[config.mk]
export PLATFORM = sky130hd
export DESIGN_NAME = mix_columns_pipe
export DESIGN_NICKNAME = d
export VERILOG_FILES = /design/src/rtl/mix_columns_pipe.sv
export SDC_FILE = /design/constraint.sdc
export NUM_CORES = 1
export LEC_CHECK = 0
export ABC_CLOCK_PERIOD_IN_PS = 10300
export CELL_PAD_IN_SITES_DETAIL_PLACEMENT = 0
export CELL_PAD_IN_SITES_GLOBAL_PLACEMENT = 2
export CORE_ASPECT_RATIO = 0.7
export CORE_UTILIZATION = 25
export DETAILED_ROUTE_END_ITERATION = 8
export GPL_TIMING_DRIVEN = 0
export PLACE_DENSITY_LB_ADDON = 0.1
export SLEW_MARGIN = 20
export SYNTH_ARGS = -nofsm -noshare
export SYNTH_HDL_FRONTEND = slang
export SYNTH_SLANG_ARGS = --single-unit
[constraint.sdc]
create_clock -name clk -period 10.3 [get_ports clk]
set_clock_uncertainty 0.2 [all_clocks]
set_input_delay 1.03 -clock clk [delete_from_list [all_inputs] [get_ports clk]]
set_output_delay 1.03 -clock clk [all_outputs]
set_load 0.1 [all_outputs]
[src/rtl/mix_columns_pipe.sv]
// AES MixColumns / InvMixColumns engine with valid/ready handshake.
// Transforms COLS_PER_CYCLE columns per BUSY cycle through a registered mixer.
module mix_columns_pipe #(
  parameter int COLS_PER_CYCLE = 1
) (
  input  logic         clk,
  input  logic         rst_n,
  input  logic         in_valid,
  output logic         in_ready,
  input  logic [127:0] in_data,
  input  logic         in_inv,
  output logic         out_valid,
  input  logic         out_ready,
  output logic [127:0] out_data
);

  localparam int N  = 4 / COLS_PER_CYCLE;
  localparam int GW = 32 * COLS_PER_CYCLE;

  generate
    if (!(COLS_PER_CYCLE == 1 ||
          COLS_PER_CYCLE == 2 ||
          COLS_PER_CYCLE == 4)) begin : g_bad_cols
      $error("COLS_PER_CYCLE must be 1, 2 or 4");
    end
  endgenerate

  typedef enum logic [1:0] {
    IDLE,
    BUSY,
    DONE
  } state_t;

  state_t          state_q;
  state_t          state_d;
  logic [127:0]    in_q;
  logic            inv_q;
  logic [127:0]    out_q;
  logic [127:0]    out_d;
  logic [2:0]      k_q;
  logic [1:0]      grp;
  logic [1:0]      grp_q;
  logic [GW-1:0]   mix_d;
  logic [GW-1:0]   mix_q;
  logic            wr_q;

  function automatic logic [7:0] xt(
    input logic [7:0] x
  );
    return {x[6:0], 1'b0} ^ (x[7] ? 8'h1b : 8'h00);
  endfunction

  function automatic logic [31:0] mix_col(
    input logic [31:0] c,
    input logic        inv
  );
    logic [7:0]  a  [4];
    logic [7:0]  x2 [4];
    logic [7:0]  x4 [4];
    logic [7:0]  x8 [4];
    logic [7:0]  m3 [4];
    logic [7:0]  m9 [4];
    logic [7:0]  mb [4];
    logic [7:0]  md [4];
    logic [7:0]  me [4];
    logic [31:0] r;
    for (int i = 0; i < 4; i++) begin
      a[i]  = c[31-8*i -: 8];
      x2[i] = xt(a[i]);
      x4[i] = xt(x2[i]);
      x8[i] = xt(x4[i]);
      m3[i] = x2[i] ^ a[i];
      m9[i] = x8[i] ^ a[i];
      mb[i] = x8[i] ^ x2[i] ^ a[i];
      md[i] = x8[i] ^ x4[i] ^ a[i];
      me[i] = x8[i] ^ x4[i] ^ x2[i];
    end
    if (inv) begin
      r = {me[0] ^ mb[1] ^ md[2] ^ m9[3],
           m9[0] ^ me[1] ^ mb[2] ^ md[3],
           md[0] ^ m9[1] ^ me[2] ^ mb[3],
           mb[0] ^ md[1] ^ m9[2] ^ me[3]};
    end else begin
      r = {x2[0] ^ m3[1] ^ a[2]  ^ a[3],
           a[0]  ^ x2[1] ^ m3[2] ^ a[3],
           a[0]  ^ a[1]  ^ x2[2] ^ m3[3],
           m3[0] ^ a[1]  ^ a[2]  ^ x2[3]};
    end
    return r;
  endfunction

  // k runs 0..N: N mixing cycles, then one drain cycle for the last write
  assign grp = (k_q < 3'(N)) ? k_q[1:0] : 2'd0;

  assign in_ready  = (state_q == IDLE);
  assign out_valid = (state_q == DONE);
  assign out_data  = out_q;

  // next-state decode
  always_comb begin
    state_d = state_q;
    unique case (state_q)
      IDLE:    if (in_valid) state_d = BUSY;
      BUSY:    if (k_q == 3'(N)) state_d = DONE;
      DONE:    if (out_ready) state_d = IDLE;
      default: state_d = IDLE;
    endcase
  end

  // mix the current column group from the latched input
  always_comb begin
    mix_d = '0;
    for (int j = 0; j < COLS_PER_CYCLE; j++) begin
      mix_d[GW-1-32*j -: 32] = mix_col(
        in_q[127-32*(int'(grp)*COLS_PER_CYCLE+j) -: 32],
        inv_q);
    end
  end

  // merge the registered mixer group into its output columns
  always_comb begin
    out_d = out_q;
    if (wr_q) begin
      for (int j = 0; j < COLS_PER_CYCLE; j++) begin
        out_d[127-32*(int'(grp_q)*COLS_PER_CYCLE+j) -: 32] =
          mix_q[GW-1-32*j -: 32];
      end
    end
  end

  // state register
  always_ff @(posedge clk) begin
    if (!rst_n) state_q <= IDLE;
    else        state_q <= state_d;
  end

  // datapath: latch input, step column counter, stage and write results
  always_ff @(posedge clk) begin
    if (!rst_n) begin
      in_q  <= '0;
      inv_q <= 1'b0;
      out_q <= '0;
      k_q   <= '0;
      mix_q <= '0;
      grp_q <= '0;
      wr_q  <= 1'b0;
    end else begin
      out_q <= out_d;
      wr_q  <= 1'b0;
      unique case (state_q)
        IDLE: begin
          if (in_valid) begin
            in_q  <= in_data;
            inv_q <= in_inv;
            k_q   <= '0;
          end
        end
        BUSY: begin
          if (k_q != 3'(N)) begin
            mix_q <= mix_d;
            grp_q <= grp;
            wr_q  <= 1'b1;
            k_q   <= k_q + 3'd1;
          end
        end
        default: ;
      endcase
    end
  end

endmodule

Word level (Yosys, flattened, before mapping)
Cells that the tools add are included.
{"block": "classes", "reduce_logical": 7, "n_addsub": 4, "n_eq_ne": 8, "n_lt_le_gt_ge": 1, "n_bitwise": 64, "n_shift": 3, "mux": 23}
{"operator": "8-bit XOR", "n": 52}
{"operator": "32-bit by 33-bit variable shift with 159-bit output, first input constant", "n": 1}
{"operator": "159-bit by 8-bit variable part select with 32-bit output", "n": 1}
{"operator": "32-bit by 33-bit variable part select with 159-bit output", "n": 1}
{"operator": "128-bit bitwise mux", "n": 1}
{"operator": "8-bit by 5-bit XOR with 8-bit output", "n": 12}
{"operator": "5-bit two-way mux", "n": 12}
{"operator": "8-bit negator with 33-bit output", "n": 1}
{"operator": "32-bit two-way mux", "n": 1}
{"operator": "7-bit by 7-bit subtractor with 8-bit output, first input constant", "n": 2}
{"operator": "2-bit two-way mux", "n": 4}
{"operator": "3-bit two-way mux", "n": 2}
{"operator": "2-bit inequality test, second input constant", "n": 3}
{"operator": "2-bit one-hot mux with 3 select lines", "n": 1}
{"operator": "3-bit one-hot mux with 2 select lines", "n": 1}
{"operator": "2-bit AND reduction", "n": 3}
{"operator": "3-bit AND reduction", "n": 2}
{"operator": "3-bit by 1-bit adder with 3-bit output, second input constant", "n": 1}
{"operator": "3-bit == test, second input constant", "n": 1}
{"operator": "3-bit less-than comparator, second input constant", "n": 1}
{"operator": "3-bit inequality test, second input constant", "n": 1}
{"operator": "2-bit by 1-bit == test with 1-bit output, second input constant", "n": 1}
{"operator": "2-bit == test, second input constant", "n": 1}
{"operator": "2-bit logical NOT", "n": 1}
{"operator": "3 further kinds", "n": 3}
{"block": "totals", "inputBits": 133, "word_cells": 118, "output_inout_bits": 130, "regBits": 297}

Logic depth before layout (Yosys ltp)
Gate-level depths: netlist (run 1).
{"block": "depth", "depth_word": 16, "mapped_depth": 15, "depth_no_buf": 10}

Worst setup path before layout (run 1)
No wires, ideal clock.
{"block": "synth_path", "path_type": "flip-flop to flip-flop", "from": "register k_q[0]", "to": "register mix_q[29]", "arrival_ns": 3.094, "path_buffers": 2, "setup_ns": 0.078, "setup_slack_ns": 6.928, "path_stages_with_launch": 13, "t_required_ns": 10.022, "period_less_slack_ns": 3.372, "cell_sequence": "dfxtp_1 -> buf_6 -> buf_6 -> mux2_4 -> a222oi_1 -> xnor2_1 -> xnor2_2 -> xnor2_2 -> xnor3_1 -> xnor2_1 -> xor2_1 -> nor2_1 -> nor3_1"}
{"block": "synth_between", "elab_chain_cells": 14, "word_cells_on_any_way": 41, "classes_between": "add/sub (1); order compare (1); eq/ne (1); shift (1); mux (10); bitwise (26); reduce/logical (1)"}
{"item": "start: declaration", "line": "40", "text": "logic [2:0] k_q;"}
{"item": "start signal: assignment", "line": "163", "text": "k_q <= k_q + 3'd1;"}
{"item": "3-bit less-than comparator", "line": "93", "text": "assign grp = (k_q < 3'(N)) ? k_q[1:0] : 2'd0;"}
{"item": "2-bit two-way mux", "line": "93"}
{"item": "7-bit by 7-bit subtractor with 8-bit output", "line": "115", "text": "in_q[127-32*(int'(grp)*COLS_PER_CYCLE+j) -: 32],"}
{"item": "159-bit by 8-bit variable part select with 32-bit output", "line": "115"}
{"item": "5-bit two-way mux / 8-bit by 5-bit XOR with 8-bit output (equally long branches)", "line": "50", "text": "return {x[6:0], 1'b0} ^ (x[7] ? 8'h1b : 8'h00);"}
{"item": "8-bit by 5-bit XOR with 8-bit output / 5-bit two-way mux (equally long branches)", "line": "50"}
{"item": "8-bit by 5-bit XOR with 8-bit output (2 in series)", "line": "50"}
{"item": "8-bit XOR, on equally long branches (2 in series)", "line": "76, 74"}
{"item": "8-bit XOR (3 in series)", "line": "79", "text": "r = {me[0] ^ mb[1] ^ md[2] ^ m9[3],"}
{"item": "32-bit two-way mux", "line": "78", "text": "if (inv) begin"}
{"item": "end signal: assignment", "line": "160", "text": "mix_q <= mix_d;"}
{"item": "end: declaration", "line": "44", "text": "logic [GW-1:0] mix_q;"}
Parallel ways exist; a longest one is shown, timed or not.
A chain may end at the register's enable or synchronous reset.

Worst setup path in the final report (run 1)
{"block": "layout_path", "from": "register k_q[0]", "to": "register mix_q[12]"}
{"block": "layout_between", "elab_chain_cells": 14, "word_cells_on_any_way": 44, "classes_between": "add/sub (1); order compare (1); eq/ne (1); shift (1); mux (13); bitwise (26); reduce/logical (1)"}
{"item": "3-bit less-than comparator", "line": "93"}
{"item": "2-bit two-way mux", "line": "93"}
{"item": "7-bit by 7-bit subtractor with 8-bit output", "line": "115"}
{"item": "159-bit by 8-bit variable part select with 32-bit output", "line": "115"}
{"item": "8-bit by 5-bit XOR with 8-bit output", "line": "50"}
{"item": "5-bit two-way mux / 8-bit by 5-bit XOR with 8-bit output (equally long branches)", "line": "50"}
{"item": "8-bit by 5-bit XOR with 8-bit output / 5-bit two-way mux (equally long branches)", "line": "50"}
{"item": "8-bit by 5-bit XOR with 8-bit output", "line": "50"}
{"item": "8-bit XOR (2 in series)", "line": "75", "text": "md[i] = x8[i] ^ x4[i] ^ a[i];"}
{"item": "8-bit XOR (3 in series)", "line": "81", "text": "md[0] ^ m9[1] ^ me[2] ^ mb[3],"}
{"item": "32-bit two-way mux", "line": "78"}
Parallel ways exist; a longest one is shown, timed or not.

==> metrics.txt, run 1 <==
# TYPE chip_impl_metric gauge
chip_impl_info{name="status",value="completed"} 1
chip_impl_metric{name="die_width",unit="microns"} 283
chip_impl_metric{name="timing.final.ws_setup",unit="ns"} 5.75
chip_impl_metric{name="via_count_of_the_first_global_routing_pass",unit=""} 12600
chip_impl_metric{name="critPathArrivalTime",unit="ns"} 4.81
chip_impl_metric{name="mappedNetlistArea",unit="sq mm"} 0.0138
chip_impl_info{name="worst_setup_path_end_kind",value="flip-flop"} 1
chip_impl_metric{name="cts_hold_buffers",unit=""} 0
chip_impl_metric{name="via_count",unit=""} 13200
chip_impl_metric{name="synth_cell_type_count",unit=""} 68
chip_impl_metric{name="min_period_over_period",unit=""} 0.442
chip_impl_metric{name="pwr-share-comb",unit=""} 0.287
chip_impl_metric{name="timing.hold.worst_path_depth",unit=""} 2
chip_impl_metric{name="globalRouteOverflowTotal",unit=""} 0
chip_impl_metric{name="post_drt_wl_per_cell",unit="microns"} 20.9
chip_impl_info{name="clockRootBuffer",value="clkbuf_16"} 1
chip_impl_info{name="holdPathEnd",value="out_data[91]"} 1
chip_impl_metric{name="drc",unit=""} 0
chip_impl_metric{name="fin_crit",unit="ns"} 4.55
chip_impl_metric{name="synth_seq_cells",unit=""} 297
chip_impl_metric{name="p_sw_frac",unit=""} 0.336
chip_impl_metric{name="post-dp-hpwl",unit="microns"} 46800
chip_impl_metric{name="slew_violations",unit=""} 0
chip_impl_metric{name="worst-path-max-fanout",unit=""} 11
chip_impl_metric{name="clock_power_share",unit=""} 0.348
chip_impl_metric{name="net_switching",unit="mW"} 1.19
chip_impl_metric{name="nFillCells",unit=""} 5802
chip_impl_metric{name="share_of_final_layout_standard_cells_stronger_than_drive_strength_1",unit=""} 0.0545
chip_impl_metric{name="worst_hold_slack",unit="ns"} 0.252
chip_impl_info{name="cts_tree",value="yes"} 1
chip_impl_metric{name="route.antenna.remaining_nets",unit=""} 0
chip_impl_metric{name="cts_made_buffers",unit=""} 35
chip_impl_metric{name="dr.pass1.iters",unit=""} 5
chip_impl_metric{name="reg2reg_slack",unit="ns"} 5.75
chip_impl_metric{name="postcts_setup_bufs",unit=""} 0
chip_impl_metric{name="dieArea",unit="sq mm"} 0.0563
chip_impl_metric{name="clockBufferDepth",unit=""} 3
chip_impl_metric{name="timing.reg2reg.worst_path_depth",unit=""} 13
chip_impl_metric{name="cap_violations",unit=""} 0
chip_impl_info{name="startpoint_type",value="flip-flop"} 1
chip_impl_metric{name="drt-total-wl",unit="microns"} 58700
chip_impl_info{name="timing.rr.end",value="mix_q[12]"} 1
chip_impl_info{name="ys_dominant_reg_cell",value="dfxtp_1"} 1
chip_impl_metric{name="post_cts_resized",unit=""} 0
chip_impl_metric{name="seq_area_frac_synth",unit=""} 0.430
chip_impl_metric{name="gr_util_all_layers",unit=""} 0.204
chip_impl_info{name="hp-start",value="out_data[91]"} 1
chip_impl_metric{name="area_growth_syn_to_layout",unit="%"} 33.6
chip_impl_metric{name="design.portCount",unit=""} 263
chip_impl_metric{name="relSlewSlack",unit=""} 0.302
chip_impl_metric{name="antenna_violations_before_repair",unit=""} 2
chip_impl_metric{name="count_of_flip_flops_with_a_built_in_enable_after_synthesis",unit=""} 0
chip_impl_metric{name="fmax",unit="GHz"} 0.220
chip_impl_metric{name="power.density",unit="mW/mm^2"} 192
chip_impl_metric{name="synth_async_sr_flop_share",unit=""} 0
chip_impl_metric{name="gp_congestion",unit=""} 0.888
chip_impl_metric{name="critical_path_rt",unit="ns"} 10.56
chip_impl_metric{name="synth.avg_cell_area",unit="sq um"} 7.89
chip_impl_metric{name="syn_inst",unit=""} 1753
chip_impl_metric{name="internal_power",unit="mW"} 2.35
chip_impl_metric{name="grt_pass1_wl",unit="microns"} 84800
chip_impl_metric{name="viasPerCell",unit=""} 4.70
chip_impl_metric{name="pin_count_of_the_biggest_net_entering_global_routing",unit=""} 14
chip_impl_metric{name="cts.sinks",unit=""} 297
chip_impl_metric{name="clock_tree.htree_level_count",unit=""} 2
chip_impl_metric{name="endpoints_failing_setup",unit=""} 0
chip_impl_info{name="min-delay-path-class",value="reg2reg"} 1
chip_impl_metric{name="worstSkewPairLatency",unit="ns"} 0.54
chip_impl_metric{name="timing_worst_slew_pin_value",unit="ns"} 1.05
chip_impl_metric{name="core",unit="sq mm"} 0.0542
chip_impl_metric{name="numPortBuffers",unit=""} 261
chip_impl_metric{name="yosys_warnings",unit=""} 0
chip_impl_metric{name="hold_violations",unit=""} 0
chip_impl_metric{name="synth_nets",unit=""} 1888
chip_impl_metric{name="share_seq_of_total_power",unit=""} 0.365
chip_impl_info{name="r2r-start",value="k_q[0]"} 1
chip_impl_metric{name="peak_supply_drop",unit="V"} 0.0000919
chip_impl_metric{name="initial_standard_cell_utilization_of_the_core",unit=""} 0.255
chip_impl_metric{name="fin_setup_tns",unit="ns"} 0
chip_impl_metric{name="die-height",unit="microns"} 199
chip_impl_metric{name="static-leakage-power",unit="nW"} 6.30
chip_impl_metric{name="nets",unit=""} 2187
chip_impl_info{name="unrepaired_setup_endpoints_after_global_routing",value="no"} 1
chip_impl_metric{name="dr_iter_0_viols",unit=""} 1137
chip_impl_metric{name="clkTransAtPathRegs",unit="ns"} 0.06
chip_impl_info{name="setup.worst_path.class",value="reg2reg"} 1
chip_impl_metric{name="detailedPlace.worstSlack",unit="ns"} 5.85
chip_impl_metric{name="num_rows",unit=""} 71
[layout make-up]
class                   instances  area, sq um  share of cell area
clock buffers                  47          971              0.0526
well taps                     730          913              0.0494
diodes                          1         2.50            0.000135
inverters                      11         41.3             0.00224
clock inverters                13          133             0.00718
flip-flops and latches        297         5950               0.322
repair buffers                262         2620               0.142
multi-input cells            1319         7330               0.397
plain buffers                 126          524              0.0284
[stage by stage]
stage	cell area (sq um)	instances	util	total power [mW]
after floorplan	13800	1753	-	1.98
after global placement	17400	2744	0.320	2.33
after detailed placement	17400	2744	0.320	2.32
after CTS	18500	2804	0.341	3.57
after global routing	18500	2805	0.341	3.70
final	18500	2806	0.341	3.54
[logic make-up (layout without fill, tap and decap cells)]
family / Yosys count / after routing / synth area share
AO/OA/AOI/OAI: 421 / 421 / 0.174
XOR/XNOR: 186 / 186 / 0.127
adder cells (fa/ha/maj): 2 / 2 / 0.00181
buffers and inverters: 137 / 459 / 0.0409
flip-flops: 297 / 297 / 0.430
multiplexers: 37 / 37 / 0.0282
other: 0 / 1 / 0
AND/OR/NAND/NOR: 673 / 673 / 0.197
[layer usage]
metal | up-vias | part of all wire | track usage
met4 | 0 | 0.011 | 0.0328
li1 | 6447 | - | -
met3 | 45 | 0.052 | 0.0341
met2 | 324 | 0.39 | 0.283
met1 | 6379 | 0.55 | 0.325
met5 | - | 0 | 0
[flip-flops by register name (all words and copies together), names as in the netlist]
signal,flops
grp_q,2
in_q,128
inv_q,1
k_q,3
mix_q,32
out_data,128
state_q,2
wr_q,1
[worst max-delay path by stage]
| stage | from | to |
|---|---|---|
| 6_report | k_q[0] | mix_q[12] |
| 5_1_grt | k_q[0] | mix_q[23] |
| 4_1_cts | k_q[0] | mix_q[12] |
| 3_5_place_dp | k_q[0] | mix_q[12] |
| 3_3_place_gp | k_q[0] | mix_q[12] |
| 2_1_floorplan | k_q[0] | mix_q[29] |
[worst max-delay path, stage by stage (launching register included)]
cell and delay (ns):
dfxtp_1 0.35, buf_6 0.14, buf_4 0.23, buf_2 0.39, buf_2 0.44, a2bb2oi_1 0.30, or2_2 0.39, o221a_2 0.33
xnor3_1 0.44, or2_2 0.30, mux2i_1 0.35, xnor2_1 0.31, nand2_1 0.12, a21oi_1 0.17
[synthesized netlist by cell type, drive strengths merged (10+ instances only)]
cell type / count / area, sq um
nor2: 35 / 131
a211oi: 10 / 75.1
nand3: 17 / 85.1
dfxtp: 297 / 5950
buf: 23 / 138
o22ai: 24 / 169
mux2: 13 / 150
inv: 11 / 41.3
a2bb2oi: 13 / 114
mux2i: 24 / 240
xnor2: 126 / 1120
nand2: 559 / 2100
xor2: 52 / 463
clkbuf: 103 / 387
a21oi: 303 / 1520
o21ai: 28 / 140
nor3b: 11 / 82.6
nor3: 11 / 60.1
[power by group through the flow]
| stage | sequential, mW | clock [mW] | combinational (mW) |
|---|---|---|---|
| 6_report | 1.29 | 1.23 | 1.02 |
| 3_3_place_gp | 1.32 | 0 | 1.01 |
| 5_1_grt | 1.30 | 1.31 | 1.09 |
| 4_1_cts | 1.29 | 1.27 | 1.01 |
| 2_1_floorplan | 1.30 | 0 | 0.681 |
| 3_5_place_dp | 1.32 | 0 | 1.01 |
[layout by cell type (no fill, tap or decap), types with 4 or more instances in the layout]
cell type        netlist  final
nand2_1              559    559
a21oi_1              302    302
dfxtp_1              297    297
clkdlybuf4s50_1        0    261
xnor2_1              124    124
clkbuf_1             103    110
xor2_1                51     51
nor2_1                35     35
clkbuf_16              0     35
o21ai_0               27     27
mux2i_1               24     24
o22ai_1               21     21
nand3_1               17     17
buf_2                 14     14
a2bb2oi_1             13     13
mux2_2                12     12
inv_1                 10     10
nor3b_1               11     10
nor3_1                10     10
a211oi_1              10     10
or3_1                  9      9
xnor3_1                7      7
clkinv_2               0      6
buf_4                  5      5
nor2b_1                5      5
and3_1                 5      5
and2_1                 5      5
a21o_1                 5      5
clkbuf_8               0      5
nand2b_1               4      4
o211ai_1               4      4
a22oi_1                4      4
Note: power is estimated with default switching activity, not from simulation.
==> inputs of run 2 (changes only) <==
--- a/config.mk
+++ b/config.mk
@@ -5,7 +5,7 @@
 export SDC_FILE = /design/constraint.sdc
 export NUM_CORES = 1
 export LEC_CHECK = 0
-export ABC_CLOCK_PERIOD_IN_PS = 10300
+export ABC_CLOCK_PERIOD_IN_PS = 4700
 export CELL_PAD_IN_SITES_DETAIL_PLACEMENT = 0
 export CELL_PAD_IN_SITES_GLOBAL_PLACEMENT = 2
 export CORE_ASPECT_RATIO = 0.7
==> constraint.sdc (replaced) <==
create_clock -name clk -period 4.7 [get_ports clk]
set_clock_uncertainty 0.2 [all_clocks]
set_input_delay 0.47 -clock clk [delete_from_list [all_inputs] [get_ports clk]]
set_output_delay 0.47 -clock clk [all_outputs]
set_load 0.1 [all_outputs]
==> run 2 against run 1 <==
Effect of this change: die area unchanged; first-iteration DRC count decreased by 2.8%; combinational power increased by 120%; register-to-register slack got worse by 5.6 ns; via count increased by 0.26%; flip-flop and latch count unchanged; sequential share of layout area about the same; routed wire length about the same; global-route usage unchanged; non-clock buffer count unchanged; critical endpoint unchanged; largest power group unchanged.
==> metrics.txt, run 2 (same netlist as run 1, synthesis figures left out) <==
# TYPE chip_impl_metric gauge
chip_impl_metric{name="clock_power_share",unit=""} 0.348
chip_impl_metric{name="share_seq_of_total_power",unit=""} 0.365
chip_impl_info{name="unrepaired_setup_endpoints_after_global_routing",value="no"} 1
chip_impl_metric{name="cts_made_buffers",unit=""} 35
chip_impl_metric{name="reg2reg_slack",unit="ns"} 0.16
chip_impl_info{name="layout.cells.most_common_list",value="nand2_1 (559), a21oi_1 (302), dfxtp_1 (297), clkdlybuf4s50_1 (261), xnor2_1 (124)"} 1
chip_impl_info{name="clockRootBuffer",value="clkbuf_16"} 1
chip_impl_info{name="r2r-start",value="k_q[0]"} 1
chip_impl_metric{name="worstSkewPairLatency",unit="ns"} 0.53
chip_impl_metric{name="timing.final.ws_setup",unit="ns"} 0.156
chip_impl_metric{name="clkTransAtPathRegs",unit="ns"} 0.06
chip_impl_metric{name="post-dp-hpwl",unit="microns"} 46800
chip_impl_info{name="min-delay-path-class",value="in2reg"} 1
chip_impl_metric{name="timing.reg2reg.worst_path_depth",unit=""} 13
chip_impl_info{name="status",value="completed"} 1
chip_impl_metric{name="numPortBuffers",unit=""} 261
chip_impl_info{name="worst_setup_path_end_kind",value="flip-flop"} 1
chip_impl_metric{name="dr_iter_0_viols",unit=""} 1105
chip_impl_metric{name="cts.sinks",unit=""} 297
chip_impl_metric{name="via_count_of_the_first_global_routing_pass",unit=""} 12600
chip_impl_metric{name="grt_pass1_wl",unit="microns"} 84800
chip_impl_metric{name="relSlewSlack",unit=""} 0.295
chip_impl_metric{name="pwr-share-comb",unit=""} 0.287
chip_impl_metric{name="drc",unit=""} 0
chip_impl_metric{name="die-height",unit="microns"} 199
chip_impl_metric{name="detailedPlace.worstSlack",unit="ns"} 0.247
chip_impl_metric{name="hold_violations",unit=""} 0
chip_impl_metric{name="clockBufferDepth",unit=""} 3
chip_impl_metric{name="route.antenna.remaining_nets",unit=""} 0
chip_impl_metric{name="num_rows",unit=""} 71
chip_impl_metric{name="critical_path_rt",unit="ns"} 4.96
chip_impl_metric{name="fmax",unit="GHz"} 0.220
chip_impl_info{name="timing.rr.end",value="mix_q[12]"} 1
chip_impl_metric{name="dieArea",unit="sq mm"} 0.0563
chip_impl_metric{name="peak_supply_drop",unit="V"} 0.000201
chip_impl_metric{name="initial_standard_cell_utilization_of_the_core",unit=""} 0.255
chip_impl_info{name="hp-start",value="rst_n"} 1
chip_impl_metric{name="power.density",unit="mW/mm^2"} 420
chip_impl_metric{name="pin_count_of_the_biggest_net_entering_global_routing",unit=""} 14
chip_impl_metric{name="static-leakage-power",unit="nW"} 6.29
chip_impl_metric{name="antenna_violations_before_repair",unit=""} 2
chip_impl_metric{name="drt-total-wl",unit="microns"} 58700
chip_impl_metric{name="net_switching",unit="mW"} 2.61
chip_impl_metric{name="share_of_final_layout_standard_cells_stronger_than_drive_strength_1",unit=""} 0.0549
chip_impl_info{name="cts_tree",value="yes"} 1
chip_impl_metric{name="clock_tree.htree_level_count",unit=""} 2
chip_impl_metric{name="postcts_setup_bufs",unit=""} 0
chip_impl_metric{name="via_count",unit=""} 13200
chip_impl_metric{name="die_width",unit="microns"} 283
chip_impl_metric{name="gp_congestion",unit=""} 0.888
chip_impl_metric{name="endpoints_failing_setup",unit=""} 0
chip_impl_metric{name="worst-path-max-fanout",unit=""} 11
chip_impl_metric{name="p_sw_frac",unit=""} 0.336
chip_impl_metric{name="post_drt_wl_per_cell",unit="microns"} 20.9
chip_impl_metric{name="design.portCount",unit=""} 263
chip_impl_metric{name="critPathArrivalTime",unit="ns"} 4.80
chip_impl_metric{name="timing.hold.worst_path_depth",unit=""} 3
chip_impl_metric{name="slew_violations",unit=""} 0
chip_impl_metric{name="internal_power",unit="mW"} 5.15
chip_impl_metric{name="area_growth_syn_to_layout",unit="%"} 33.6
chip_impl_metric{name="cts_hold_buffers",unit=""} 0
chip_impl_metric{name="globalRouteOverflowTotal",unit=""} 0
chip_impl_metric{name="nFillCells",unit=""} 5800
chip_impl_metric{name="nets",unit=""} 2187
chip_impl_metric{name="min_period_over_period",unit=""} 0.967
chip_impl_info{name="holdPathEnd",value="mix_q[29]"} 1
chip_impl_metric{name="timing_worst_slew_pin_value",unit="ns"} 1.06
chip_impl_metric{name="fin_crit",unit="ns"} 4.54
chip_impl_metric{name="viasPerCell",unit=""} 4.71
chip_impl_info{name="setup.worst_path.class",value="reg2reg"} 1
chip_impl_metric{name="fin_setup_tns",unit="ns"} 0
chip_impl_metric{name="cap_violations",unit=""} 0
chip_impl_metric{name="worst_hold_slack",unit="ns"} 0.246
chip_impl_metric{name="core",unit="sq mm"} 0.0542
chip_impl_metric{name="gr_util_all_layers",unit=""} 0.204
chip_impl_metric{name="dr.pass1.iters",unit=""} 5
chip_impl_info{name="commonest_non_fill_non_tap_cell_in_the_layout",value="nand2_1"} 1
chip_impl_info{name="startpoint_type",value="flip-flop"} 1
==> run 2: worst max path at each step <==
| stage | startpoint | end | slack, ns | cells past startpoint |
|---|---|---|---|---|
| after floorplan | k_q[0] | mix_q[29] | 1.33 | 12 |
| after global placement | k_q[0] | mix_q[12] | 0.25 | 13 |
| after detailed placement | k_q[0] | mix_q[12] | 0.25 | 13 |
| after CTS | k_q[0] | mix_q[12] | 0.23 | 13 |
| after global routing | k_q[0] | mix_q[12] | 0.06 | 13 |
| final | k_q[0] | mix_q[12] | 0.16 | 13 |
==> run 2: what timing repair did <==
action / 4_1_cts / 5_1_grt
hold endpoints to repair: 0 / 0
gates resized for setup: 0 / 1
endpoints found under the setup margin: 0 / 1
==> run 2: layout make-up <==
type	instances	area, sq um	area share
multi-input combinational	1319	7330	0.397
sequential	297	5950	0.322
timing repair buffer	262	2620	0.142
clock buffer	47	971	0.0525
tap	730	913	0.0494
buffer	126	524	0.0284
clock inverter	13	133	0.00718
inverter	11	41.3	0.00223
antenna	1	2.50	0.000135
==> run 2: power groups by stage <==
stage / logic (mW) / registers [mW] / clock network (mW)
2_1_floorplan: 1.49 / 2.85 / 0
3_3_place_gp: 2.21 / 2.88 / 0
3_5_place_dp: 2.20 / 2.89 / 0
4_1_cts: 2.22 / 2.83 / 2.77
5_1_grt: 2.38 / 2.85 / 2.88
6_report: 2.23 / 2.83 / 2.70
==> run 2: through the flow <==
step | instances | power, mW | area, sq um | utilization
finish | 2806 | 7.76 | 18500 | 0.341
global route | 2805 | 8.10 | 18500 | 0.341
CTS | 2804 | 7.82 | 18500 | 0.341
detailed placement | 2744 | 5.09 | 17400 | 0.320
global placement | 2744 | 5.10 | 17400 | 0.320
floorplan | 1753 | 4.34 | 13800 | -
==> run 2: worst max-delay path, cell delays in order (launching register included) <==
cell and delay (ns):
dfxtp_1 0.35, buf_6 0.14, buf_4 0.23, buf_2 0.39
buf_2 0.45, a2bb2oi_1 0.30, or2_2 0.39, o221a_2 0.33
xnor3_1 0.44, or2_2 0.30, mux2i_1 0.35, xnor2_1 0.30
nand2_1 0.11, a21oi_1 0.17
==> run 2: per-layer routing <==
| layer | GRT usage | share of wire | vias up |
|---|---|---|---|
| met1 | 0.325 | 0.55 | 6389 |
| met3 | 0.0341 | 0.052 | 46 |
| met5 | 0 | 0 | - |
| li1 | - | - | 6451 |
| met2 | 0.283 | 0.39 | 343 |
| met4 | 0.0328 | 0.011 | 0 |
